===== src/rtl/pipeline_hazard_ctrl_if.sv =====
// Purpose : bundle of ID/EXE/MEM control inputs and hazard/flush/freeze outputs of the hazard controller.
// Latency : n/a (wiring only).
// Backpress: n/a; freeze carries the memory wait state back to the pipeline.
//
// Signals:
//   id_src1/id_src2/id_two_src/id_ignore_hazard : source operands decoded in ID
//   id_wb_en/id_mem_r_en/id_dest                : control of the ID instruction (captured into the EXE slot)
//   exe_branch_taken                            : branch resolved taken in EXE
//   mem_ready                                   : data memory completes this cycle (0 = wait state)
//   cnt_clr                                     : synchronous clear of the performance counters
//   hazard/flush/freeze                         : pipeline sequencing outputs
//   stall_cnt/flush_cnt                         : saturating performance counters
// Modports: master = pipeline side (drives ID/EXE/MEM info), slave = hazard controller.
interface pipeline_hazard_ctrl_if #(
    parameter int CNT_W = 16
);
    logic [3:0]       id_src1;
    logic [3:0]       id_src2;
    logic             id_two_src;
    logic             id_ignore_hazard;
    logic             id_wb_en;
    logic             id_mem_r_en;
    logic [3:0]       id_dest;
    logic             exe_branch_taken;
    logic             mem_ready;
    logic             cnt_clr;
    logic             hazard;
    logic             flush;
    logic             freeze;
    logic [CNT_W-1:0] stall_cnt;
    logic [CNT_W-1:0] flush_cnt;

    modport master (
        output id_src1, id_src2, id_two_src, id_ignore_hazard,
        output id_wb_en, id_mem_r_en, id_dest,
        output exe_branch_taken, mem_ready, cnt_clr,
        input  hazard, flush, freeze, stall_cnt, flush_cnt
    );

    modport slave (
        input  id_src1, id_src2, id_two_src, id_ignore_hazard,
        input  id_wb_en, id_mem_r_en, id_dest,
        input  exe_branch_taken, mem_ready, cnt_clr,
        output hazard, flush, freeze, stall_cnt, flush_cnt
    );
endinterface


===== src/rtl/pipeline_hazard_ctrl.sv =====
// Purpose : RAW-hazard / branch-flush / memory-freeze sequencing for the 5-stage core, with stall/flush counters.
// Latency : hazard, flush and freeze are combinational (zero cycles); shadow slots and counters update per edge.
// Backpress: mem_ready=0 raises freeze, which holds both shadow slots and both counters.
//
// Ports: clk (rising edge), rst (async, active-high), bus (pipeline_hazard_ctrl_if.slave).
// Optional feature: define PIPE_FORWARDING_EN when the core has an EXE forwarding unit;
// then only load-use against the EXE slot stalls and the MEM slot is not kept.
module pipeline_hazard_ctrl #(
    parameter int CNT_W = 16
) (
    input  logic                  clk,
    input  logic                  rst,
    pipeline_hazard_ctrl_if.slave bus
);

    typedef struct packed {
        logic       valid;
        logic       wb_en;
        logic       mem_r_en;
        logic [3:0] dest;
    } slot_t;

    localparam logic [CNT_W-1:0] CNT_MAX = '1;

    slot_t            ex_s_q, ex_s_d;
    logic             raw;
    logic             hazard, flush, freeze;
    logic [CNT_W-1:0] stall_cnt_q, stall_cnt_d;
    logic [CNT_W-1:0] flush_cnt_q, flush_cnt_d;

    function automatic logic match(input slot_t s, input logic [3:0] src1,
                                   input logic [3:0] src2, input logic two_src);
        return s.valid & s.wb_en & ((src1 == s.dest) | (two_src & (src2 == s.dest)));
    endfunction

`ifdef PIPE_FORWARDING_EN
    // Forwarding covers every ALU result; only a load in EXE has no data yet.
    always_comb begin
        raw = !bus.id_ignore_hazard
              & match(ex_s_q, bus.id_src1, bus.id_src2, bus.id_two_src)
              & ex_s_q.mem_r_en;
    end
`else
    slot_t mem_s_q;
    logic  unused_mem_r_en;

    // WB writes the register file before ID reads it, so EXE and MEM are the only producers to check.
    always_comb begin
        raw = !bus.id_ignore_hazard
              & (match(ex_s_q,  bus.id_src1, bus.id_src2, bus.id_two_src)
               | match(mem_s_q, bus.id_src1, bus.id_src2, bus.id_two_src));
    end

    assign unused_mem_r_en = mem_s_q.mem_r_en;

    always_ff @(posedge clk or posedge rst) begin
        if (rst) begin
            mem_s_q <= '0;
        end else if (!freeze) begin
            mem_s_q <= ex_s_q;
        end
    end
`endif

    // Fixed priority freeze > flush > hazard. A branch seen during a wait
    // state is simply held in EXE, so the flush happens once memory is ready.
    always_comb begin
        freeze = !bus.mem_ready;
        flush  = bus.exe_branch_taken & bus.mem_ready;
        hazard = raw & bus.mem_ready & !bus.exe_branch_taken;
    end

    // EXE slot next state: bubble on flush or stall, otherwise capture ID.
    always_comb begin
        ex_s_d = ex_s_q;
        if (!freeze) begin
            if (flush || hazard) begin
                ex_s_d = '0;
            end else begin
                ex_s_d = '{valid: 1'b1, wb_en: bus.id_wb_en,
                           mem_r_en: bus.id_mem_r_en, dest: bus.id_dest};
            end
        end
    end

    // Saturating counters; clear wins over increment, freeze holds everything.
    always_comb begin
        stall_cnt_d = stall_cnt_q;
        flush_cnt_d = flush_cnt_q;
        if (!freeze) begin
            if (bus.cnt_clr) begin
                stall_cnt_d = '0;
                flush_cnt_d = '0;
            end else begin
                if (hazard && (stall_cnt_q != CNT_MAX)) begin
                    stall_cnt_d = stall_cnt_q + 1'b1;
                end
                if (flush && (flush_cnt_q != CNT_MAX)) begin
                    flush_cnt_d = flush_cnt_q + 1'b1;
                end
            end
        end
    end

    always_ff @(posedge clk or posedge rst) begin
        if (rst) begin
            ex_s_q      <= '0;
            stall_cnt_q <= '0;
            flush_cnt_q <= '0;
        end else begin
            ex_s_q      <= ex_s_d;
            stall_cnt_q <= stall_cnt_d;
            flush_cnt_q <= flush_cnt_d;
        end
    end

    assign bus.hazard    = hazard;
    assign bus.flush     = flush;
    assign bus.freeze    = freeze;
    assign bus.stall_cnt = stall_cnt_q;
    assign bus.flush_cnt = flush_cnt_q;

endmodule


===== src/flat_wrapper.sv =====
// flat-port wrapper written by rule: the top's interface ports become plain ports
module pipeline_hazard_ctrl_flat 
#(
    parameter int CNT_W = 16
)
  (clk, rst, bus_id_src1, bus_id_src2, bus_id_two_src, bus_id_ignore_hazard, bus_id_wb_en, bus_id_mem_r_en, bus_id_dest, bus_exe_branch_taken, bus_mem_ready, bus_cnt_clr, bus_hazard, bus_flush, bus_freeze, bus_stall_cnt, bus_flush_cnt);
  pipeline_hazard_ctrl_if #(.CNT_W(CNT_W)) bus_i ();
  input  logic clk;
  input  logic rst;
  input wire logic [$bits(bus_i.id_src1)-1:0] bus_id_src1;
  input wire logic [$bits(bus_i.id_src2)-1:0] bus_id_src2;
  input wire logic [$bits(bus_i.id_two_src)-1:0] bus_id_two_src;
  input wire logic [$bits(bus_i.id_ignore_hazard)-1:0] bus_id_ignore_hazard;
  input wire logic [$bits(bus_i.id_wb_en)-1:0] bus_id_wb_en;
  input wire logic [$bits(bus_i.id_mem_r_en)-1:0] bus_id_mem_r_en;
  input wire logic [$bits(bus_i.id_dest)-1:0] bus_id_dest;
  input wire logic [$bits(bus_i.exe_branch_taken)-1:0] bus_exe_branch_taken;
  input wire logic [$bits(bus_i.mem_ready)-1:0] bus_mem_ready;
  input wire logic [$bits(bus_i.cnt_clr)-1:0] bus_cnt_clr;
  output wire logic [$bits(bus_i.hazard)-1:0] bus_hazard;
  output wire logic [$bits(bus_i.flush)-1:0] bus_flush;
  output wire logic [$bits(bus_i.freeze)-1:0] bus_freeze;
  output wire logic [$bits(bus_i.stall_cnt)-1:0] bus_stall_cnt;
  output wire logic [$bits(bus_i.flush_cnt)-1:0] bus_flush_cnt;
  assign bus_i.id_src1 = bus_id_src1;
  assign bus_i.id_src2 = bus_id_src2;
  assign bus_i.id_two_src = bus_id_two_src;
  assign bus_i.id_ignore_hazard = bus_id_ignore_hazard;
  assign bus_i.id_wb_en = bus_id_wb_en;
  assign bus_i.id_mem_r_en = bus_id_mem_r_en;
  assign bus_i.id_dest = bus_id_dest;
  assign bus_i.exe_branch_taken = bus_exe_branch_taken;
  assign bus_i.mem_ready = bus_mem_ready;
  assign bus_i.cnt_clr = bus_cnt_clr;
  assign bus_hazard = bus_i.hazard;
  assign bus_flush = bus_i.flush;
  assign bus_freeze = bus_i.freeze;
  assign bus_stall_cnt = bus_i.stall_cnt;
  assign bus_flush_cnt = bus_i.flush_cnt;
  pipeline_hazard_ctrl #(.CNT_W(CNT_W)) u_core (.clk(clk), .rst(rst), .bus(bus_i));
endmodule

===== config.mk =====
export PLATFORM = sky130hd
export DESIGN_NAME = pipeline_hazard_ctrl_flat
export DESIGN_NICKNAME = d
export VERILOG_FILES = /design/src/rtl/pipeline_hazard_ctrl_if.sv /design/src/rtl/pipeline_hazard_ctrl.sv /design/src/flat_wrapper.sv
export SDC_FILE = /design/constraint.sdc
export NUM_CORES = 1
export LEC_CHECK = 0
export CELL_PAD_IN_SITES_DETAIL_PLACEMENT = 1
export CELL_PAD_IN_SITES_GLOBAL_PLACEMENT = 1
export CORE_MARGIN = 2
export CORE_UTILIZATION = 42
export CTS_BUF_LIST = sky130_fd_sc_hd__clkbuf_8
export DETAILED_ROUTE_END_ITERATION = 8
export HOLD_SLACK_MARGIN = 0.15
export PLACE_DENSITY_LB_ADDON = 0.08
export SKIP_CTS_REPAIR_TIMING = 1
export SLEW_MARGIN = 20
export SYNTH_ARGS = -nofsm -noshare
export SYNTH_HDL_FRONTEND = slang
export SYNTH_SLANG_ARGS = --single-unit
export TNS_END_PERCENT = 30

===== constraint.sdc =====
create_clock -name clk -period 3.65 [get_ports clk]
set_input_delay 0.73 -clock clk [delete_from_list [all_inputs] [get_ports clk]]
set_output_delay 0.73 -clock clk [all_outputs]
set_load 0.05 [all_outputs]

---- After elaboration in Yosys (flattened, before gate mapping) ----
Index checks and enable logic that the tools add are counted.
storage, ports and cells
  bits in registers ....................... 44
  bits of input ports ..................... 21
  output and inout bits ................... 35
  logic and storage cells ................. 44
operators by class
  add/subtract/negate cells ............... 2
  equal/unequal tests ..................... 6
  mux-type cells .......................... 5
  bitwise logic cells ..................... 13
  reduce and logical (&&, ||, !) cells .... 10
operators by type and width
  kind                                           count
  two-way mux 16 bit                             4
  adder 16 x 1 -> 16 bit, second input constant  2
  inequality test 16 bit, second input constant  2
  == test 4 bit                                  4
  bitwise AND 1 bit                              10
  two-way mux 7 bit                              1
  AND reduction 2 bit                            2
  nonzero test 2 bit                             2
  logical NOT 1 bit                              3
  OR 1 bit                                       3
  logical AND 1 bit                              2
  logical OR 1 bit                               1

---- Longest topological paths before layout ----
  depth in word-level cells ............... 11
  gate-level depth with buffers ........... 8
  gate-level depth less buffers ........... 8

---- Worst setup path before layout ----
Ideal clock, no wire load.
  kind .................................... input-to-output
  start ................................... input bus_mem_ready
  end ..................................... output bus_hazard
  arrival ................................. 1.910 ns
  required time ........................... 2.920 ns
  slack ................................... 1.010 ns
  stages on the path ...................... 5
  buffers on the path ..................... 1
  cell sequence ........................... buf_2 > inv_2 > or3_1 > a21o_1 > inv_2
on the way
  word-level cells in the longest chain between the ends .. 2
RTL lines
  element                         RTL line                    text
  start: declaration              flat_wrapper.sv:18          input wire logic [$bits(bus_i.mem_ready)-1:0] bus_mem_ready;
  bitwise AND 1 bit (2 in a row)  pipeline_hazard_ctrl.sv:70  hazard = raw & bus.mem_ready & !bus.exe_branch_taken;
  end: declaration                flat_wrapper.sv:20          output wire logic [$bits(bus_i.hazard)-1:0] bus_hazard;
No other way between the ends.

---- Final worst setup path ----
  start ................................... input bus_id_src1[2]
  end ..................................... output bus_hazard
on the way
  word-level cells in the longest chain between the ends .. 7
  elaborated cells on any way between the ends .. 10
  those cells by class .................... 2 x eq/ne; 8 x bitwise
RTL lines
  element                             RTL line                    text
  start: declaration                  flat_wrapper.sv:10          input wire logic [$bits(bus_i.id_src1)-1:0] bus_id_src1;
  == test 4 bit                       pipeline_hazard_ctrl.sv:33  return s.valid & s.wb_en & ((src1 == s.dest) | (two_src & (src2 == s.dest)));
  OR 1 bit                            pipeline_hazard_ctrl.sv:33
  bitwise AND 1 bit                   pipeline_hazard_ctrl.sv:33
  OR 1 bit (*)                        pipeline_hazard_ctrl.sv:51  | match(mem_s_q, bus.id_src1, bus.id_src2, bus.id_two_src));
  bitwise AND 1 bit (*)               pipeline_hazard_ctrl.sv:50  & (match(ex_s_q, bus.id_src1, bus.id_src2, bus.id_two_src)
  bitwise AND 1 bit (*) (2 in a row)  pipeline_hazard_ctrl.sv:70
Every way passes the cells marked *; elsewhere a longest branch is shown, timed or not.

==> impl_metrics.tcl <==
set metrics [dict create \
    cts_buffers 5 \
    holdPathEnd "u_core.bus.flush_cnt[0]" \
    slew_headroom_pct 37.3 \
    yosys_warnings 0 \
    area_delta_synth_final_pct 29.7 \
    finalSetupViolCount 0 \
    fin_skew_ns 0.00891 \
    peakVddDrop_mv 0.156 \
    drt-initial-drc-count 96 \
    cp-start-kind "primary input" \
    start_util_pct 42.7 \
    grt_max_degree 27 \
    worstHoldPathCells 1 \
    synth-adder-area-share_pct 1.00 \
    clk_pin_slew_ns 0.08 \
    crit_fanout 10 \
    critPathKind "in2out" \
    firstDrtPassIters 4 \
    p_per_area_mw_per_mm2 307 \
    synth.avg_cell_area_um2 9.51 \
    arrival_ns 2.59 \
    status "complete, no violations" \
    routedWlPerCell_um 16.9 \
    finalWirelength_um 6710 \
    fin_crit_sh_pct 91.1 \
    synthMuxAreaShare_pct 2.70 \
    viasPerCell 5.70 \
    cts-root-buf "clkbuf_8" \
    routed-wl-met3_um 206 \
    clockBufferDepth 2 \
    grt_antenna_before_repair 0 \
    maxCapViolCount 0 \
    antenna_cells 0 \
    preCtsSetupSlack_ns 0.303 \
    grt_first_pass_wirelength_um 11100 \
    fin_tns_setup_ns 0 \
    hold_path.startpoint "u_core.bus.flush_cnt[0]" \
    core-area_mm2 0.00585 \
    final_common_cell "clkdlybuf4s50_1" \
    endpoint_kind "primary output" \
    design_area_mm2 0.00324 \
    syn_nets 286 \
    p_leak_nw 1.36 \
    routed.top_layer "met4" \
    grt_use_total_pct 21.9 \
    dpl_cell_area_mm2 0.00315 \
    synth_xor_area_share_pct 10.5 \
    synth_compound_area_share_pct 14.7 \
    detail-route-antenna-nets 0 \
    seq_area_frac_synth_pct 44.0 \
    port_buffers 54 \
    power_mw 0.994 \
    multiInputGateArea_mm2 0.00133 \
    synthSimpleGateAreaFrac_pct 24.4 \
    fmax_mhz 301 \
    grt_pass1_vias 2265 \
    dr_wl_met2_um 3230 \
    syn_inst 263 \
    cts_sinks 44 \
    synthesis.area_mm2 0.00250 \
    synth_flop_cell "dfrtp_1" \
    drcViolationCount 0 \
    hold_path_class "reg2reg" \
    gp_congestion 0.801 \
    final_cell_mix "clkdlybuf4s50_1, dfrtp_1, nor2_1, nand2_1, xor2_1" \
    rsz0062_at_grt "no" \
    ios 56 \
    dr_total_vias 2267 \
    synth_cell_types 46 \
    detailedPlacementHpwl_um 4900 \
    dieHeight_um 81.2 \
    fin_ws_ns 0.325 \
    tightestPinTransition_ns 0.935 \
    r2r-end "u_core.bus.stall_cnt[13]" \
    nets 345 \
    async_reset_ff_share_pct 100 \
    cts_tree "yes" \
    reg2reg_depth 7 \
    insertion_delay_ns 0.30 \
    grt_overflow_total 0 \
    regArea_mm2 0.00110 \
    die_area_mm2 0.00659 \
    hold_viol 0 \
    synth_edf_count 0 \
    critical_path_required_ns 2.92 \
    post-route-min-period_ns 3.32 \
    synth_top_family_by_area "simple AND/OR/NAND/NOR gates" \
    htree_levels 2 \
    slew_viol_final 0 \
    met1_length_um 3170 \
    rr_startpoint "u_core.bus.stall_cnt[0]" \
    rows 28 \
    rrSetupSlack_ns 1.29 \
    drive_above_1_share_pct 9.29 \
    fillers 657 \
    die_x_um 81.2 \
    ys_ff_latch 44 \
]
## metal layers
metal / vias to the layer above / track usage (%)
met4: 0 / 6.78
met2: 45 / 36.0
li1: 1089 / -
met5: - / 0
met1: 1123 / 29.8
met3: 10 / 3.56
## state kept, by name, indices dropped and copies added, names as in the netlist
name,cells
u_core.mem_s_q,6
u_core.bus.flush_cnt,16
u_core.bus.stall_cnt,16
u_core.ex_s_q,6
## layout make-up
type / count / area share (%)
Timing Repair Buffer: 59 / 18.0
Clock buffer: 6 / 2.55
Inverter: 10 / 1.16
Multi-Input combinational cell: 202 / 41.1
Clock inverter: 2 / 0.309
Tap cell: 75 / 2.89
Sequential cell: 44 / 34.0
## critical path, stage by stage
cell	delay [ns]
clkdlybuf4s50_1	0.45
xor2_1	0.17
nor3_1	0.23
nand4_1	0.14
o31a_1	0.21
a21o_1	0.26
inv_2	0.23
buf_12	0.17
## cells by family after synthesis
| group | count (synthesis) |
|---|---|
| fa+ha+maj | 2 |
| flops | 44 |
| mux | 6 |
| simple gates | 119 |
| compound gates | 45 |
| xor+xnor | 30 |
| buf+inv | 17 |
## cell usage after synthesis, types with 6 or more instances
cell | n | area share, %
mux2_2 | 6 | 2.7
a21oi_1 | 8 | 1.6
nand3_1 | 18 | 3.6
nand4_1 | 16 | 4.0
clkbuf_1 | 6 | 0.90
nor2_1 | 28 | 4.2
and3_1 | 7 | 1.8
xor2_1 | 19 | 6.7
inv_1 | 8 | 1.2
nor3_1 | 11 | 2.2
o211ai_1 | 6 | 1.8
dfrtp_1 | 44 | 44
nand2_1 | 20 | 3.0
xnor2_1 | 11 | 3.9
a22o_1 | 7 | 2.5
## where the power goes
part | switching (mW) | leakage [nW] | internal [mW]
Combinational | 0.0806 | 0.707 | 0.0627
Clock | 0.173 | 0.0510 | 0.151
Sequential | 0.0222 | 0.597 | 0.504
## stage by stage
stage / hold WS (ns) / util [%] / cells
CTS: 0.553 / 55.4 / 398
detailed placement: 0.535 / 53.8 / 390
floorplan: 0.488 / - / 263
global placement: 0.524 / 53.8 / 390
finish: 0.557 / 55.4 / 398
global route: 0.589 / 55.4 / 398
## how the worst max path moves through the flow
| stage | start | end | slack [ns] | cells after the start |
|---|---|---|---|---|
| floorplan | bus_mem_ready | bus_hazard | 1.01 | 5 |
| global placement | bus_id_src2[1] | bus_hazard | 0.34 | 7 |
| detailed placement | bus_id_src1[2] | bus_hazard | 0.30 | 8 |
| CTS | bus_id_src1[2] | bus_hazard | 0.31 | 8 |
| global route | bus_id_src2[1] | bus_hazard | 0.23 | 7 |
| finish | bus_id_src1[2] | bus_hazard | 0.33 | 8 |
No activity file was read; power rests on OpenSTA's default activity.
